==> config.mk <==
export PLATFORM = sky130hd
export DESIGN_NAME = ysyx_24080006_axi_arb
export DESIGN_NICKNAME = d
export VERILOG_FILES = /design/src/rtl/ysyx_24080006_axi_arb.sv
export SDC_FILE = /design/constraint.sdc
export NUM_CORES = 1
export LEC_CHECK = 0
export CAP_MARGIN = 20
export CORE_AREA = 3 3 184 186
export CTS_CLUSTER_SIZE = 30
export DETAILED_ROUTE_END_ITERATION = 12
export DIE_AREA = 0 0 187 189
export PLACE_DENSITY_LB_ADDON = 0.1
export SYNTH_ARGS = -nofsm -noshare
export SYNTH_HDL_FRONTEND = slang
export SYNTH_SLANG_ARGS = --single-unit
==> constraint.sdc <==
create_clock -name clock -period 1.7 [get_ports clock]
set_input_delay 0.425 -clock clock [delete_from_list [all_inputs] [get_ports clock]]
set_output_delay 0.425 -clock clock [all_outputs]
set_load 0.01 [all_outputs]
==> src/rtl/ysyx_24080006_axi_arb.sv <==
// ysyx_24080006_axi_arb: single-outstanding arbiter that shares one downstream
// AXI port between the IFU read master and the LSU read/write masters.
// Optional feature: define ARB_RR_EN for round-robin IFU/LSU selection in IDLE
// (LSU write still precedes LSU read); otherwise fixed priority LSU-W > LSU-R > IFU.

package ysyx_24080006_axi_pkg;
   typedef struct packed {
      logic        arvalid;
      logic [3:0]  arid;
      logic [31:0] araddr;
      logic [7:0]  arlen;
      logic [2:0]  arsize;
      logic [1:0]  arburst;
      logic        rready;
   } axi_r_m2s_t;

   typedef struct packed {
      logic        arready;
      logic        rvalid;
      logic [3:0]  rid;
      logic [31:0] rdata;
      logic [1:0]  rresp;
      logic        rlast;
   } axi_r_s2m_t;

   typedef struct packed {
      logic        awvalid;
      logic [3:0]  awid;
      logic [31:0] awaddr;
      logic [7:0]  awlen;
      logic [2:0]  awsize;
      logic [1:0]  awburst;
      logic        wvalid;
      logic [31:0] wdata;
      logic [3:0]  wstrb;
      logic        wlast;
      logic        bready;
   } axi_w_m2s_t;

   typedef struct packed {
      logic        awready;
      logic        wready;
      logic        bvalid;
      logic [3:0]  bid;
      logic [1:0]  bresp;
   } axi_w_s2m_t;
endpackage

module ysyx_24080006_axi_arb
   import ysyx_24080006_axi_pkg::*;
#(
   parameter int unsigned BEAT_W = 8
) (
   input  logic       clock,
   input  logic       rst_n,
   input  axi_r_m2s_t ifu_r_m2s,
   output axi_r_s2m_t ifu_r_s2m,
   input  axi_r_m2s_t lsu_r_m2s,
   output axi_r_s2m_t lsu_r_s2m,
   input  axi_w_m2s_t lsu_w_m2s,
   output axi_w_s2m_t lsu_w_s2m,
   output axi_r_m2s_t mem_r_m2s,
   input  axi_r_s2m_t mem_r_s2m,
   output axi_w_m2s_t mem_w_m2s,
   input  axi_w_s2m_t mem_w_s2m,
   output logic [1:0] grant,
   output logic       burst_err
);

   typedef enum logic [1:0] {
      IDLE,
      R_IFU,
      R_LSU,
      W_LSU
   } state_t;

   state_t            state;
   state_t            state_nxt;
   logic              armed;      // low for the first cycle after reset release
   logic [BEAT_W-1:0] beat_cnt;
   logic              ar_hs;
   logic              r_hs;

   assign ar_hs = mem_r_m2s.arvalid && mem_r_s2m.arready;
   assign r_hs  = mem_r_m2s.rready  && mem_r_s2m.rvalid;

   // State register; armed delays the first grant to the second edge after reset
   always_ff @(posedge clock or negedge rst_n) begin
      if (!rst_n) begin
         state <= IDLE;
         armed <= 1'b0;
      end else begin
         state <= state_nxt;
         armed <= 1'b1;
      end
   end

`ifdef ARB_RR_EN
   logic last_lsu;

   // Remember which agent won the most recent grant (resets to LSU so IFU wins first tie)
   always_ff @(posedge clock or negedge rst_n) begin
      if (!rst_n) begin
         last_lsu <= 1'b1;
      end else if (state == IDLE && state_nxt != IDLE) begin
         last_lsu <= (state_nxt != R_IFU);
      end
   end
`endif

   // Owner selection and combinational routing of the owner's channels
   always_comb begin
      state_nxt = state;
      grant     = 2'b00;
      ifu_r_s2m = '0;
      lsu_r_s2m = '0;
      lsu_w_s2m = '0;
      mem_r_m2s = '0;
      mem_w_m2s = '0;
      case (state)
         IDLE: begin
            if (armed) begin
`ifdef ARB_RR_EN
               if ((lsu_w_m2s.awvalid || lsu_r_m2s.arvalid) && !(ifu_r_m2s.arvalid && last_lsu))
                  state_nxt = lsu_w_m2s.awvalid ? W_LSU : R_LSU;
               else if (ifu_r_m2s.arvalid)
                  state_nxt = R_IFU;
`else
               if (lsu_w_m2s.awvalid)
                  state_nxt = W_LSU;
               else if (lsu_r_m2s.arvalid)
                  state_nxt = R_LSU;
               else if (ifu_r_m2s.arvalid)
                  state_nxt = R_IFU;
`endif
            end
         end
         R_IFU: begin
            grant     = 2'b01;
            mem_r_m2s = ifu_r_m2s;
            ifu_r_s2m = mem_r_s2m;
            if (mem_r_s2m.rvalid && ifu_r_m2s.rready && mem_r_s2m.rlast)
               state_nxt = IDLE;
         end
         R_LSU: begin
            grant     = 2'b10;
            mem_r_m2s = lsu_r_m2s;
            lsu_r_s2m = mem_r_s2m;
            if (mem_r_s2m.rvalid && lsu_r_m2s.rready && mem_r_s2m.rlast)
               state_nxt = IDLE;
         end
         W_LSU: begin
            grant     = 2'b10;
            mem_w_m2s = lsu_w_m2s;
            lsu_w_s2m = mem_w_s2m;
            if (mem_w_s2m.bvalid && lsu_w_m2s.bready)
               state_nxt = IDLE;
         end
         default: state_nxt = IDLE;
      endcase
   end

   // Beat counter tracks remaining beats; rlast disagreeing with it latches burst_err
   always_ff @(posedge clock or negedge rst_n) begin
      if (!rst_n) begin
         beat_cnt  <= '0;
         burst_err <= 1'b0;
      end else if (ar_hs) begin
         beat_cnt <= BEAT_W'(mem_r_m2s.arlen);
      end else if (r_hs) begin
         if ((mem_r_s2m.rlast && beat_cnt != '0) || (!mem_r_s2m.rlast && beat_cnt == '0))
            burst_err <= 1'b1;
         if (beat_cnt != '0)
            beat_cnt <= beat_cnt - BEAT_W'(1);
      end
   end

endmodule

==> results.ini <==
[run]
drv_cap = 0

[critical_path]
max_stage_delay_ns = 0.40
critPathArrivalTime_ns = 1.76
crit_slowest_cell = dfrtp_1
reg2regPathDepth = 9
path_delay_family = buffers and inverters
cp_common_cell = buf_6
crit_path_max_fanout = 7
crit_path_end_kind = primary output
required_ns = 1.27
regToRegSetupSlack_ns = -0.29
path_buf_inv = 6
crit_chain = buf_6 -> ha_4 -> buf_6 -> buf_12 -> buf_8 -> buf_16 -> and2_4 -> buf_6
reg2reg_to = beat_cnt[5]
reg2reg_from = state[1]
crit_type = reg -> out
start_kind = register

[cts]
cts_root_buf = clkbuf_16
cts_tree = yes
h-tree-depth = 1
clockBufferDepth = 2
numCtsBuffers = 3
cts.sinks = 12
worstSkewPairLatency_ns = 0.24
hold_buffers = 0
clk_pin_slew_ns = 0.05

[timing]
setup_viol = 244
finalHoldViolCount = 0
finClkSkew_ns = 0.00167
min_period_ns = 2.19
rsz0062_at_grt = yes
period_share = 1.29
slew_viol_final = 0
fin_tns_setup_ns = -85.51
fmax_ghz = 0.458
timing.final.ws_setup_ns = -0.486

[die]
core_area_um2 = 32500
start_util = 0.0864
rows = 66
ios = 477
die_area_um2 = 35300
die_w_um = 187
die_h_um = 189

[power_and_ir_drop]
p_comb_frac = 0.925
finalPower_w = 0.0134
switching_share = 0.389
intPower_w = 0.00818
vdd_ir_drop_max_v = 0.000652
clkPwrFrac = 0.036
p_leak_nw = 4.70
power.density_nw_per_um2 = 1290
power.switching_w = 0.00521
seqPwrFrac = 0.039

[hold_path]
min-delay-path-class = reg -> reg
min_path_cells = 1
min-delay-start = burst_err
min_to = burst_err

[route]
ant_nets = 0
drt-wirelength-per-cell_um = 19.0
vias = 5101
wl_um = 27000
first_iter_violations = 104
drc = 0
firstDrtPassIters = 4
vias_per_cell = 3.60

[finish]
layout.nets = 1226
drive_above_1_share = 0.605
final_cells = 1416
fin_util = 0.321
area_growth_pct = 272
n_antenna_cell = 0

[synth]
ys_top_cells_by_area = and2_1, a22oi_1, nor2b_1
synthCells = 399
yosysTopAreaCellShare = 0.404
seq_area_frac_synth = 0.107
yosysMostFrequentCell = and2_1
synth_common_cells = and2_1, a22oi_1, nor2b_1
netlist-cell-type-count = 33
synth_fp_nets = 650
synth_area_per_cell_um2 = 7.02
yosys_register_bits = 12
yosysTopAreaCell = and2_1
synth_area_um2 = 2800
ys_warn_count = 0
synth_edf_count = 0
synth_flop_cell = dfrtp_1
synthArstFlopShare = 1.00

[global_routing]
grt_pass1_vias = 5041
grt_overflow = 0
grtUsageTotal = 0.131
grt_max_degree = 29
antenna_found_initial = 2
grt_pass1_wl_um = 35300

[place]
dp_slack_ns = -0.585
io_buffers = 476
dp_hpwl_um = 19200
place_inst = 1320
gp_congestion = 0.774

[outcome]
status = complete, but fails checks
violations = setup timing

==> per-stage QoR <==
stage / instance area [um2] / hold slack (ns)
CTS: 9100 / 0.480
global placement: 8400 / 0.460
finish: 10400 / 0.472
global route: 10400 / 0.504
floorplan: 2870 / 0.129
detailed placement: 8400 / 0.469
==> flip-flops by register name (all words and copies together) (netlist names) <==
| name | flops |
|---|---|
| burst_err | 1 |
| beat_cnt | 8 |
| armed | 1 |
| state | 2 |
==> per-layer routing <==
| layer | vias to the layer above | wire (um) | global-route usage |
|---|---|---|---|
| met3 | 6 | 1620 | 0.0294 |
| met2 | 233 | 15300 | 0.269 |
| met5 | - | 0 | 0 |
| met1 | 2386 | 9920 | 0.141 |
| li1 | 2476 | - | - |
| met4 | 0 | 121 | 0.0108 |
==> layout by cell type (no fill, tap or decap), drive strengths merged, types with 2 or more instances in the layout <==
cell           instances
and2                 181
nand4                  2
nor2b                 51
nand2                  6
nor2                   6
inv                    5
buf                  340
nor3                   2
xnor2                  2
o21ai                  4
ha                     8
clkdlybuf4s50        243
dfrtp                 12
clkbuf                29
mux2i                 11
xor2                   2
a22oi                 52
nand3                  6
==> layout make-up <==
class	instances	area, um2
clock buffer	4	88.8
fill	3449	22000
inverter	5	18.8
multi-input combinational	344	3090
sequential	12	300
tap	442	553
timing repair buffer	609	6360
==> what timing repair did <==
item,in CTS,in global routing
pin swaps,23,52
setup endpoints to repair,243,244
gates resized for setup,863,535
buffers inserted,40,36
gates cloned,15,16
==> worst max-delay path by stage <==
| stage | from | to | slack, ns | cells after the start |
|---|---|---|---|---|
| finish | state[0] | ifu_r_s2m[36] | -0.49 | 8 |
| floorplan | state[0] | beat_cnt[6] | -0.02 | 9 |
| global route | state[0] | ifu_r_s2m[33] | -0.54 | 8 |
| detailed placement | ifu_r_m2s[50] | mem_r_m2s[50] | -0.58 | 4 |
| CTS | state[1] | mem_r_m2s[11] | -0.71 | 6 |
| global placement | state[0] | mem_r_m2s[7] | -0.63 | 6 |
==> power groups by stage <==
stage	clock network [W]	logic (W)	registers [W]
6_report	0.000486	0.0124	0.000520
4_1_cts	0.000501	0.0100	0.000516
3_3_place_gp	0	0.00808	0.000522
5_1_grt	0.000516	0.0132	0.000541
3_5_place_dp	0	0.00794	0.000519
2_1_floorplan	0	0.00345	0.000514
==> cells by family after synthesis <==
kind of cell	Yosys count	share of synthesized area
adder cells (fa/ha/maj)	8	0.0357
AND/OR/NAND/NOR	258	0.577
multiplexers	11	0.0393
flip-flops	12	0.107
AO/OA/AOI/OAI	62	0.163
XOR/XNOR	4	0.0125
other	1	0.00134
buffers and inverters	43	0.0643
Note: power is estimated with default switching activity, not from simulation.
